### config.mk
export PLATFORM = sky130hd
export DESIGN_NAME = accum_sequencer_flat
export DESIGN_NICKNAME = d
export VERILOG_FILES = /design/src/rtl/accum_if.sv /design/src/rtl/accum_sequencer.sv /design/src/flat_wrapper.sv
export SDC_FILE = /design/constraint.sdc
export NUM_CORES = 1
export LEC_CHECK = 0
export ABC_AREA = 1
export BUFFER_PORTS_ARGS = -buffer_cell sky130_fd_sc_hd__buf_2
export CORE_MARGIN = 2
export CORE_UTILIZATION = 25
export DETAILED_ROUTE_END_ITERATION = 6
export GPL_ROUTABILITY_DRIVEN = 0
export HOLD_SLACK_MARGIN = 0.03
export SLEW_MARGIN = 15
export SYNTH_ARGS = -nofsm -noshare
export SYNTH_HDL_FRONTEND = slang
export SYNTH_SLANG_ARGS = --single-unit
### constraint.sdc
create_clock -name clk -period 2.4 [get_ports clk]
set_clock_uncertainty 0.1 [all_clocks]
set_input_delay 0.48 -clock clk [delete_from_list [all_inputs] [get_ports clk]]
set_output_delay 0.48 -clock clk [all_outputs]
set_load 0.01 [all_outputs]
### src/rtl/accum_if.sv
// Handshake bundle between the multiplier array, the accumulator sequencer and the
// downstream activation stage.
interface accum_if #(
    parameter int DATA_W = 16,
    parameter int IDX_W  = 5
);
    logic              in_valid;
    logic [DATA_W-1:0] in_data;
    logic              in_ready;
    logic              out_valid;
    logic [DATA_W-1:0] out_data;
    logic [IDX_W-1:0]  out_idx;
    logic              out_sat;
    logic              out_ready;

    modport master (
        output in_valid, in_data, out_ready,
        input  in_ready, out_valid, out_data, out_idx, out_sat
    );

    modport slave (
        input  in_valid, in_data, out_ready,
        output in_ready, out_valid, out_data, out_idx, out_sat
    );
endinterface

### src/rtl/accum_sequencer.sv
// Sequences one dense-layer pass: per neuron, saturating accumulation of VEC_LEN
// product beats, then a held result until downstream accepts it.
//
// state | meaning
// IDLE  | waiting for start
// ACCUM | accepting product beats into the running sum
// EMIT  | result presented, waiting for out_ready
// DONE  | one-cycle layer_done pulse
module accum_sequencer #(
    parameter int DATA_W  = 16,
    parameter int VEC_LEN = 133,
    parameter int NUM_OUT = 16,
    parameter int CNT_W   = 8,
    parameter int IDX_W   = 5
) (
    input  logic   clk,
    input  logic   rst,
    input  logic   start,
    accum_if.slave bus,
    output logic   busy,
    output logic   layer_done
);
    typedef enum logic [1:0] {IDLE, ACCUM, EMIT, DONE} state_t;

    state_t            state, state_nxt;
    logic [DATA_W-1:0] acc;
    logic [CNT_W-1:0]  elem_cnt;
    logic [IDX_W-1:0]  neuron;
    logic              sat;
    logic [DATA_W-1:0] out_data_r;
    logic [IDX_W-1:0]  out_idx_r;
    logic              out_sat_r;

    logic [DATA_W:0]   sum_ext;
    logic [DATA_W-1:0] sum_sat;
    logic              ovf;
    logic              accept;
    logic              last_elem;
    logic              last_neuron;

    // Sign-extended add; overflow when the two top bits disagree.
    assign sum_ext     = {acc[DATA_W-1], acc} + {bus.in_data[DATA_W-1], bus.in_data};
    assign ovf         = sum_ext[DATA_W] ^ sum_ext[DATA_W-1];
    assign sum_sat     = !ovf            ? sum_ext[DATA_W-1:0] :
                         sum_ext[DATA_W] ? {1'b1, {(DATA_W-1){1'b0}}} :
                                           {1'b0, {(DATA_W-1){1'b1}}};
    assign accept      = (state == ACCUM) && bus.in_valid;
    assign last_elem   = (elem_cnt == CNT_W'(VEC_LEN - 1));
    assign last_neuron = (neuron == IDX_W'(NUM_OUT - 1));

    always_ff @(posedge clk) begin
        if (rst) state <= IDLE;
        else     state <= state_nxt;
    end

    always_comb begin
        state_nxt = state;
        case (state)
            IDLE:    if (start) state_nxt = ACCUM;
            ACCUM:   if (accept && last_elem) state_nxt = EMIT;
            EMIT:    if (bus.out_ready) state_nxt = last_neuron ? DONE : ACCUM;
            DONE:    state_nxt = IDLE;
            default: state_nxt = IDLE;
        endcase
    end

    always_ff @(posedge clk) begin
        if (rst) begin
            acc        <= '0;
            elem_cnt   <= '0;
            neuron     <= '0;
            sat        <= 1'b0;
            out_data_r <= '0;
            out_idx_r  <= '0;
            out_sat_r  <= 1'b0;
        end else begin
            case (state)
                IDLE: begin
                    if (start) begin
                        acc      <= '0;
                        elem_cnt <= '0;
                        neuron   <= '0;
                        sat      <= 1'b0;
                    end
                end
                ACCUM: begin
                    if (accept) begin
                        acc <= sum_sat;
                        sat <= sat | ovf;
                        if (last_elem) begin
                            elem_cnt   <= '0;
                            out_data_r <= sum_sat;
                            out_idx_r  <= neuron;
                            out_sat_r  <= sat | ovf;
                        end else begin
                            elem_cnt <= elem_cnt + 1'b1;
                        end
                    end
                end
                EMIT: begin
                    if (bus.out_ready && !last_neuron) begin
                        neuron   <= neuron + 1'b1;
                        acc      <= '0;
                        elem_cnt <= '0;
                        sat      <= 1'b0;
                    end
                end
                default: ;
            endcase
        end
    end

    assign bus.in_ready  = (state == ACCUM);
    assign bus.out_valid = (state == EMIT);
    assign bus.out_data  = out_data_r;
    assign bus.out_idx   = out_idx_r;
    assign bus.out_sat   = out_sat_r;
    assign busy          = (state != IDLE);
    assign layer_done    = (state == DONE);
endmodule

### src/flat_wrapper.sv
// flat-port wrapper written by rule: the top's interface ports become plain ports
module accum_sequencer_flat 
#(
    parameter int DATA_W  = 16,
    parameter int VEC_LEN = 133,
    parameter int NUM_OUT = 16,
    parameter int CNT_W   = 8,
    parameter int IDX_W   = 5
)
  (clk, rst, start, busy, layer_done, bus_in_valid, bus_in_data, bus_out_ready, bus_in_ready, bus_out_valid, bus_out_data, bus_out_idx, bus_out_sat);
  accum_if #(.DATA_W(DATA_W), .IDX_W(IDX_W)) bus_i ();
  input  logic clk;
  input  logic rst;
  input  logic start;
  output logic busy;
  output logic layer_done;
  input wire logic [$bits(bus_i.in_valid)-1:0] bus_in_valid;
  input wire logic [$bits(bus_i.in_data)-1:0] bus_in_data;
  input wire logic [$bits(bus_i.out_ready)-1:0] bus_out_ready;
  output wire logic [$bits(bus_i.in_ready)-1:0] bus_in_ready;
  output wire logic [$bits(bus_i.out_valid)-1:0] bus_out_valid;
  output wire logic [$bits(bus_i.out_data)-1:0] bus_out_data;
  output wire logic [$bits(bus_i.out_idx)-1:0] bus_out_idx;
  output wire logic [$bits(bus_i.out_sat)-1:0] bus_out_sat;
  assign bus_i.in_valid = bus_in_valid;
  assign bus_i.in_data = bus_in_data;
  assign bus_i.out_ready = bus_out_ready;
  assign bus_in_ready = bus_i.in_ready;
  assign bus_out_valid = bus_i.out_valid;
  assign bus_out_data = bus_i.out_data;
  assign bus_out_idx = bus_i.out_idx;
  assign bus_out_sat = bus_i.out_sat;
  accum_sequencer #(.DATA_W(DATA_W), .VEC_LEN(VEC_LEN), .NUM_OUT(NUM_OUT), .CNT_W(CNT_W), .IDX_W(IDX_W)) u_core (.clk(clk), .rst(rst), .start(start), .bus(bus_i), .busy(busy), .layer_done(layer_done));
endmodule
# --- Word level (Yosys, flattened, before mapping) ---
# Index checks and enable logic that the tools add are counted.
op_classes:
  add_sub_neg: 3
  eq_ne: 10
  bitwise_logic: 2
  n_reduce_logical: 12
  mux: 23
ops:
  columns: ["operator", "count"]
  rows:
  - ["16-bit two-way mux", 5]
  - ["16-bit case mux with 3 select lines", 1]
  - ["8-bit two-way mux", 4]
  - ["8-bit case mux with 3 select lines", 1]
  - ["16-bit by 16-bit adder with 17-bit output", 1]
  - ["5-bit two-way mux", 2]
  - ["5-bit case mux with 2 select lines", 1]
  - ["3-bit AND reduction", 3]
  - ["8-bit by 1-bit adder with 8-bit output (second input constant)", 1]
  - ["8-bit equality test (second input constant)", 1]
  - ["2-bit two-way mux", 4]
  - ["2-bit case mux with 4 select lines", 1]
  - ["2-bit by 1-bit != test with 1-bit output (second input constant)", 3]
  - ["5-bit by 1-bit adder with 5-bit output (second input constant)", 1]
  - ["5-bit by 4-bit equality test with 1-bit output (second input constant)", 1]
  - ["2-bit equality test (second input constant)", 2]
  - ["2-bit != test (second input constant)", 2]
  - ["4-bit AND reduction", 1]
  - ["2-bit nonzero test", 2]
  - ["1-bit logical AND", 3]
  - ["1-bit two-way mux", 3]
  - ["1-bit case mux with 3 select lines", 1]
  - ["3-bit nonzero test", 1]
  - ["2-bit by 1-bit equality test with 1-bit output (second input constant)", 1]
  - ["4 further kinds", 4]
totals:
  in_bits: 21
  word_cells: 58
  out_inout_bits: 26
  ff_bits: 54

# --- Logic depth before layout (Yosys ltp) ---
# Gate-level depths: netlist of the first run.
depth:
  ltp_word: 5
  mapped_depth: 18

# --- Worst setup path after synthesis of the first run ---
# No wires, ideal clock.
synth_timing:
  kind: "input -> register"
  from: "in bus_in_data[0]"
  to: "reg u_core.out_data_r[12], in the netlist u_core.bus.out_data[12]"
  setup_ps: 113
  path_buffers: 1
  arrival_ps: 2113
  stages: 18
  slack_ps: 74
  cell_sequence: "ha_1 -> inv_1 -> fa_1 -> inv_1 -> nand2_1 -> nand2_1 -> nand3_1 -> nand2_2 -> nand2_2 -> nand2_1 -> nand2_2 -> nand2_2 -> nand2_4 -> buf_6 -> nand2_1 -> nand2_1 -> o21ai_1 -> inv_1"
synth_between:
  elab_chain_len: 3
  elab_cells_between_ends: 4
synth_rtl:
  columns: ["item", "line", "source"]
  rows:
  - ["start, declared", "flat_wrapper.sv:18", "input wire logic [$bits(bus_i.in_data)-1:0] bus_in_data;"]
  - ["16-bit by 16-bit adder with 17-bit output *", "accum_sequencer.sv:42", "assign sum_ext = {acc[DATA_W-1], acc} + {bus.in_data[DATA_W-1], bus.in_data};"]
  - ["16-bit two-way mux / 1-bit bitwise XOR (equally long branches)", "accum_sequencer.sv:45, accum_sequencer.sv:43", null]
  - ["16-bit two-way mux *", "accum_sequencer.sv:44", "assign sum_sat = !ovf ? sum_ext[DATA_W-1:0] :"]
  - ["end signal, assigned", "accum_sequencer.sv:92", "out_data_r <= sum_sat;"]
  - ["end, declared", "accum_sequencer.sv:30", "logic [DATA_W-1:0] out_data_r;"]
# Every way passes the cells marked *; elsewhere a longest branch is shown, timed or not.
# A chain may end at the register's enable or synchronous reset.

# --- Final worst setup path of the first run ---
layout_timing:
  from: "reg u_core.acc[0]"
  to: "reg u_core.out_data_r[6], in the netlist u_core.bus.out_data[6]"
layout_between:
  elab_chain_len: 3
  elab_cells_between_ends: 4
layout_rtl:
  columns: ["item", "line", "source"]
  rows:
  - ["start, declared", "accum_sequencer.sv:26", "logic [DATA_W-1:0] acc;"]
  - ["start signal, assigned", "accum_sequencer.sv:88", "acc <= sum_sat;"]
  - ["16-bit by 16-bit adder with 17-bit output *", "accum_sequencer.sv:42", null]
  - ["16-bit two-way mux / 1-bit bitwise XOR (equally long branches)", "accum_sequencer.sv:45, accum_sequencer.sv:43", null]
  - ["16-bit two-way mux *", "accum_sequencer.sv:44", null]
# Marks and branches as above.

==> results of run 1 <==
flip-flops by register name (all words and copies together) (netlist names):
signal               flops
u_core.state             2
u_core.acc              16
u_core.neuron            5
u_core.bus.out_data     16
u_core.bus.out_sat       1
u_core.elem_cnt          8
u_core.bus.out_idx       5
u_core.sat               1
critical path: cells and delay by family, from the launching register on:
kind | cells | cell delay (ns)
fa+ha+maj | 2 | 0.50
compound gates | 1 | 0.10
buf+inv | 4 | 0.28
simple gates | 11 | 0.85
flops | 1 | 0.33
cell usage after synthesis, drive strengths merged, types with 4 or more instances:
cell type	instances	share of area, %
nor2	56	6.7
dfxtp	54	33
a21oi	41	6.4
ha	20	7.7
clkbuf	6	0.69
xor2	9	2.4
buf	8	1.5
nor3	13	2.5
a211oi	4	0.92
o21ai	28	4.3
inv	64	7.4
nand3	15	2.6
nand2	148	18
power by group:
group	internal [W]	switching, W	total (W)
clock network	0.000516	0.000335	0.000850
registers	0.000945	0.0000391	0.000984
logic	0.000330	0.000507	0.000837
total	0.00179	0.000881	0.00267
timing repair:
item,CTS,global route
setup endpoints to repair,0,30
resized for setup,0,23
setup buffers,0,2
per-layer routing:
layer,wire length [um],vias to the layer above
met4,124,0
met3,238,7
met5,0,-
met1,4360,1399
li1,-,1709
met2,3890,49
per-stage QoR:
stage          power, W  hold WS (ns)  instances  util [%]
4_1_cts         0.00263         0.375        738      32.2
5_1_grt         0.00284         0.394        742      33.7
2_1_floorplan   0.00151         0.348        488         -
3_3_place_gp    0.00177         0.360        731      30.9
6_report        0.00267         0.372        742      33.7
3_5_place_dp    0.00177         0.363        731      30.9
how the worst max path moves through the flow:
stage | to | depth (start not counted) | slack [ns] | start
2_1_floorplan | u_core.bus.out_data[12] | 18 | 0.07 | bus_in_data[0]
3_3_place_gp | u_core.bus.out_data[6] | 19 | -0.17 | bus_in_data[0]
3_5_place_dp | u_core.bus.out_data[6] | 19 | -0.19 | bus_in_data[0]
4_1_cts | u_core.bus.out_data[6] | 18 | 0.03 | u_core.acc[0]
5_1_grt | u_core.bus.out_data[6] | 18 | -0.03 | u_core.acc[0]
6_report | u_core.bus.out_data[6] | 18 | 0.12 | u_core.acc[0]
area by class of cell:
type                       count  area (sq um)  area share, %
tap                          172           215           5.05
sequential                    54          1080           25.4
timing repair buffer          87           538           12.6
clock buffer                   6           139           3.26
inverter                      66           248           5.81
clock inverter                 1          30.0          0.704
multi-input combinational    356          2010           47.2
cell families after synthesis:
| kind of cell | share of synthesized area, % |
|---|---|
| flops | 33.3 |
| fa+ha+maj | 8.32 |
| compound gates | 13.0 |
| buf+inv | 9.86 |
| xor+xnor | 3.24 |
| simple gates | 32.3 |
==> summary.txt, run 1 <==
Outcome
  – Status: finished, final reports clean

Finish
  – Commonest non-fill, non-tap cell in the layout: nand2_1
  – Commonest non-fill, non-tap cells in the layout: nand2_1, inv_1, dfxtp_1, nor2_1, buf_2
  – Antenna diodes: 0
  – Fin area: 4260 sq um
  – Final nets: between 600 and 700
  – Share of layout cells above drive strength 1: 23.9%
  – Area grow syn2layout: 31.3%
  – Fill cell count: 1365

Floorplanning
  – Floorplan die width: 118 um
  – Starting density of the core: 25.6%
  – Die height: 118 um
  – # rows: approximately 40
  – Core ar.: 12700 sq um
  – I/O pin cnt: 47
  – Die area: 13900 sq um

Timing
  – Least-Margin Pin Slew: around 0.54 ns
  – Min Tclk post-route: 2.28 ns
  – Final hold vios: 0
  – Final setup vio count: 0
  – Setup_tns: 0 ns
  – PnR worst setup slack: about 0.12 ns
  – Period utilization: a little over nine tenths
  – Slew margin rel.: ~64%
  – Fmax: around 440 MHz
  – Final slew viol count: 0

Detailed routing
  – Detailed Route Iter0 Violations: between 150 and 200
  – ANT nets after route: 0
  – Routed WL per cell: approximately 12 um
  – Via density: around 4.3
  – Detailed Route WL: 8.61 mm
  – # DRC: 0
  – Total number of vias: 3164
  – DR pass1 iterations: 4

Clock network
  – Worst-Skew Late Latency: approximately 0.30 ns
  – Sinks on the clock net: 54
  – CTS Root Cell: clkbuf_16
  – CTS tree: built
  – CTS clk-pin slew, worst paths: ~0.070 ns
  – Hold-fix buffers, CTS: 0
  – CTS Buf Count: 5
  – H-tree lvl count: 2
  – Clk buf depth: 2

Global routing
  – Largest net degree at the start of global routing: 36
  – Gr ovfl total: 0
  – Vias in the first global route: a little under 3000
  – Met2 usage: between 15 and 20%
  – GRT Total Usage: roughly an eighth
  – First-pass GRT wire length: 13.8 mm
  – M1 GR Usage: between 10% and 20%
  – Met3 Usage GRT: approximately 1.6%
  – Initial antenna violation count: 0
  – Global route hottest layer: met2

Setup path
  – CP max-delay cell: dfxtp_2
  – CP Launch Type: register
  – Flop2flop setup slack: roughly 0.12 ns
  – R2R Path End: u_core.bus.out_data[6]
  – Cell Chain, Critical Path: ha_2 -> inv_1 -> fa_2 -> inv_1 -> nand2_1 -> nand2_2 -> nand3_2 -> nand2_2 -> nand2_2 -> nand2_2 -> nand2_4 -> nand2_4 -> nand2_8 -> nand2_1 -> nand2_2 -> buf_4 -> o21ai_1 -> inv_1
  – Worst Setup Path Type: register to register
  – R2R cell count: 18
  – Worst path arrival time: between 2 and 2.5 ns
  – Crit-path max FO: 8
  – Most used cell, CP: nand2_2
  – Critical Path Sink Type: register
  – Required time of the critical path: between 2 and 3 ns
  – Worst path max stage delay: 0.33 ns
  – Worst r2r src: u_core.acc[0]

Hold path
  – Hold Path Cell Cnt: 2
  – HP Start: u_core.acc[10]
  – Hold WC Path Type: register to register
  – WHS Endpoint: u_core.acc[10]

Synthesis
  – Flops & latches, synth: 54
  – Syn_nets: 530
  – Synth Warn #: 0
  – Sequential share of the synthesized area: about 33%
  – Primary FF master, synth: dfxtp_1
  – EDFF count, synth: 0
  – Cells after Synth: slightly below 500
  – Netlist Area Pre-Place: roughly 3200 sq um
  – Synth unique cells: 39
  – Synthesized area per cell: 6.66 sq um
  – Share of flip-flops with an asynchronous set or reset: 0%

Job
  – Max cap viols: 0

Power and ir drop
  – Pwr/cell area: around 630 nW/um^2
  – Leakage: 2.16 nW
  – Peak supply drop: between 0.2 and 0.3 mV

Place
  – Placement Cell Area: slightly below 4000 sq um
  – DP Wirelength: 6.43 mm
  – IO Port Bufs: 46
  – Worst slack, placed: -0.194 ns
Power figures use the tool's default switching activity.
==> run 2: changes to the inputs <==
ABC_AREA = not set   (was 1)
==> run 2 against run 1 <==
  * The run now ends with negative setup slack left
  * Cell count shrank 19%
  * Largest power group unchanged
  * Via count fell by 8.2%
  * Non-clock buffer count is 21 higher
  * First-iteration DRC count is 44% lower
  * Worst hold slack worse by 0.040 ns
  * Register-to-register slack worse by 0.12 ns
  * Setup slack lost 0.12 ns
  * Combinational power shrank 33%
  * Sequential power decreased by 5.6%
==> summary.txt, run 2 <==
Synthesis
  – Synthesized area per cell: 8.29 sq um (was 6.66 sq um)
  – Share of flip-flops with an asynchronous set or reset: 0% (unchanged)
  – Netlist Area Pre-Place: 2950 sq um (was 3250 sq um)
  – Top post-synthesis cells by area: dfxtp_1, ha_1, o21ai_0 (was dfxtp_1, nand2_1, ha_1)
  – EDFF count, synth: 0 (unchanged)
  – Synth area leader: dfxtp_1 (unchanged)
  – Syn_nets: 398 (was 530)
  – Synth Warn #: 0 (unchanged)
  – Synth unique cells: 54 (was 39)
  – Sequential share of the synthesized area: 36.6% (was 33.3%)
  – Cells after Synth: 356 (was 488)
  – Primary FF master, synth: dfxtp_1 (unchanged)
  – Top post-synthesis cells by count: dfxtp_1, nor2_1, nand2_1 (was nand2_1, inv_1, dfxtp_1)
  – Top-count cell post-synth: dfxtp_1 (was nand2_1)
  – Flops & latches, synth: 54 (unchanged)
  – Share of the synthesized area in the top cell type: 36.6% (was 33.3%)

Place
  – IO Port Bufs: 46 (unchanged)
  – DP Wirelength: 6.08 mm (was 6.43 mm)
  – Placed Instances: 585 (was 731)

Global routing
  – First-pass GRT wire length: 12.8 mm (was 13.8 mm)
  – GRT Total Usage: 12.5% (was 12.1%)
  – Gr ovfl total: 0 (unchanged)
  – Initial antenna violation count: 0 (unchanged)
  – Vias in the first global route: 2759 (was 2899)
  – Largest net degree at the start of global routing: 21 (was 36)

Setup path
  – Critical path's top delay family: compound AO/OA/AOI/OAI gates (was simple AND/OR/NAND/NOR gates)
  – Flop2flop setup slack: -0.004 ns (was 0.12 ns)
  – Required time of the critical path: 2.51 ns (was 2.50 ns)
  – Cell Chain, Critical Path: ha_4 -> inv_2 -> fa_2 -> nand2b_4 -> a21oi_4 -> o22ai_4 -> o21a_4 -> o21ai_4 -> buf_12 -> a31oi_4 -> a211oi_2 (was ha_2 -> inv_1 -> fa_2 -> inv_1 -> nand2_1 -> nand2_2 -> nand3_2 -> nand2_2 -> nand2_2 -> nand2_2 -> nand2_4 -> nand2_4 -> nand2_8 -> nand2_1 -> nand2_2 -> buf_4 -> o21ai_1 -> inv_1)
  – CP Launch Type: register (unchanged)
  – CP max-delay cell: dfxtp_2 (unchanged)
  – Worst path arrival time: 2.52 ns (was 2.38 ns)
  – CP bufs+invs: 2 (was 4)
  – Worst path max stage delay: 0.35 ns (was 0.33 ns)
  – Crit-path max FO: 6 (was 8)
  – Critical Path Sink Type: register (unchanged)
  – Worst Setup Path Type: register to register (unchanged)

Power and ir drop
  – Leakage: 1.84 nW (was 2.16 nW)
  – Peak supply drop: 0.259 mV (was 0.281 mV)
  – Pwr/cell area: 510 nW/um^2 (was 627 nW/um^2)
  – Post-layout total power: 0.00222 W (was 0.00267 W)

Clock network
  – CTS Buf Count: 5 (unchanged)
  – H-tree lvl count: 2 (unchanged)
  – CTS Root Cell: clkbuf_16 (unchanged)
  – Clk buf depth: 2 (unchanged)
  – Sinks on the clock net: 54 (unchanged)
  – CTS tree: built (unchanged)
  – CTS clk-pin slew, worst paths: 0.07 ns (about the same)
  – Worst-Skew Late Latency: 0.29 ns (was 0.30 ns)

Floorplanning
  – # rows: 39 (was 41)
  – Die height: 113 um (was 118 um)
  – Floorplan die width: 113 um (was 118 um)
  – Starting density of the core: 25.8% (was 25.6%)
  – I/O pin cnt: 47 (unchanged)
  – Core ar.: 11500 sq um (was 12700 sq um)
  – Die area: 12700 sq um (was 13900 sq um)

Outcome
  – Failing checks: negative setup slack
  – Status: finished, violations left (was finished, final reports clean)

Hold path
  – Hold WC Path Type: input port to register (was register to register)

Timing
  – Hold slack: 0.333 ns (was 0.372 ns)
  – Setup_tns: -0.00369 ns (was 0 ns)
  – Final setup vio count: 1 (was 0)
  – Least-Margin Pin Slew: 0.660 ns (was 0.544 ns)
  – Final slew viol count: 0 (unchanged)
  – PnR worst setup slack: -0.00369 ns (was 0.117 ns)
  – Final hold vios: 0 (unchanged)
  – Slew margin rel.: 56.0% (was 63.5%)
  – Min Tclk post-route: 2.40 ns (was 2.28 ns)
  – Period utilization: 100% (was 95.1%)
  – RSZ-0062 raised after global routing: yes
  – Fmax: 416 MHz (was 438 MHz)

Finish
  – Fill cell count: 1151 (was 1365)
  – Register area: 1090 sq um (was 1080 sq um)
  – Util after Layout: 38.0% (was 33.7%)
  – Antenna diodes: 0 (unchanged)
  – Final Non-Filler Cells: 604 (was 742)
  – Share of layout cells above drive strength 1: 39.3% (was 23.9%)
  – Commonest non-fill, non-tap cells in the layout: buf_4, dfxtp_1, buf_2, nor2_1, nand2_1 (was nand2_1, inv_1, dfxtp_1, nor2_1, buf_2)
  – Area grow syn2layout: 47.8% (was 31.3%)
  – Multi-input gate area: 2140 sq um (was 2010 sq um)
  – Commonest non-fill, non-tap cell in the layout: buf_4 (was nand2_1)
  – Final nets: 502 (was 612)

Detailed routing
  – DR pass1 iterations: 4 (unchanged)
  – Detailed Route WL: 8.43 mm (was 8.61 mm)
  – Total number of vias: 2905 (was 3164)
  – # DRC: 0 (unchanged)
  – Routed WL per cell: 14.0 um (was 11.6 um)
  – Via density: 4.81 (was 4.26)
  – ANT nets after route: 0 (unchanged)
  – Detailed Route Iter0 Violations: 89 (was 160)

Job
  – Max cap viols: 0 (unchanged)
run 2: stage by stage:
step	setup slack, ns	area, sq um
after detailed placement	-0.353	3760
after CTS	-0.00453	3940
after floorplan	0.00836	3020
after global routing	-0.0837	4360
after global placement	-0.268	3760
final	-0.00369	4360
run 2: path summary, 6_finish.rpt:
kind	startpoint	endpoint	cells after the start
max	u_core.acc[0]	u_core.bus.out_data[12]	11
min	start	u_core.neuron[3]	2
max reg2reg	u_core.acc[0]	u_core.bus.out_data[12]	11
min reg2reg	u_core.bus.out_idx[2]	u_core.bus.out_idx[2]	2
run 2: kinds of logic (layout without fill, tap and decap cells):
group                    after synthesis  count (layout)  synth area share, %
flip-flops                            54              54                 36.6
XOR/XNOR                              19              19                 5.64
buffers and inverters                 27             130                 4.07
multiplexers                           4               4                 1.36
AND/OR/NAND/NOR                      128             130                 21.5
AO/OA/AOI/OAI                        103             103                 21.7
adder cells (fa/ha/maj)               21              21                 9.15
run 2: cell type report:
class / count / area share (%)
Timing Repair Buffer: 108 / 17.5
Clock buffer: 7 / 3.27
Clock inverter: 1 / 0.115
Tap cell: 143 / 4.10
Sequential cell: 54 / 24.9
Multi-Input combinational cell: 277 / 49.0
Inverter: 14 / 1.20
run 2: layer usage:
metal / vias up / global-route usage (%) / wire length [um] / part of all wire [%]
li1: 1475 / - / - / -
met1: 1355 / 16.3 / 3940 / 47
met2: 60 / 20.7 / 3970 / 47
met3: 15 / 2.75 / 358 / 4.2
met4: 0 / 3.41 / 163 / 1.9
met5: - / 0 / 0 / 0
run 2: power by group:
part / total (W) / internal (W) / switching [W] / leakage, nW
sequential: 0.000929 / 0.000912 / 0.0000167 / 0.438
combinational: 0.000559 / 0.000274 / 0.000284 / 1.33
clock: 0.000736 / 0.000415 / 0.000322 / 0.0739
total: 0.00222 / 0.00160 / 0.000623 / 1.84
run 2: repair_timing:
action | in CTS | in global routing
cloned | 0 | 3
setup endpoints to repair | 29 | 34
pin swaps | 8 | 22
setup buffers | 2 | 6
gates resized for setup | 7 | 89
hold buffers | 0 | 0
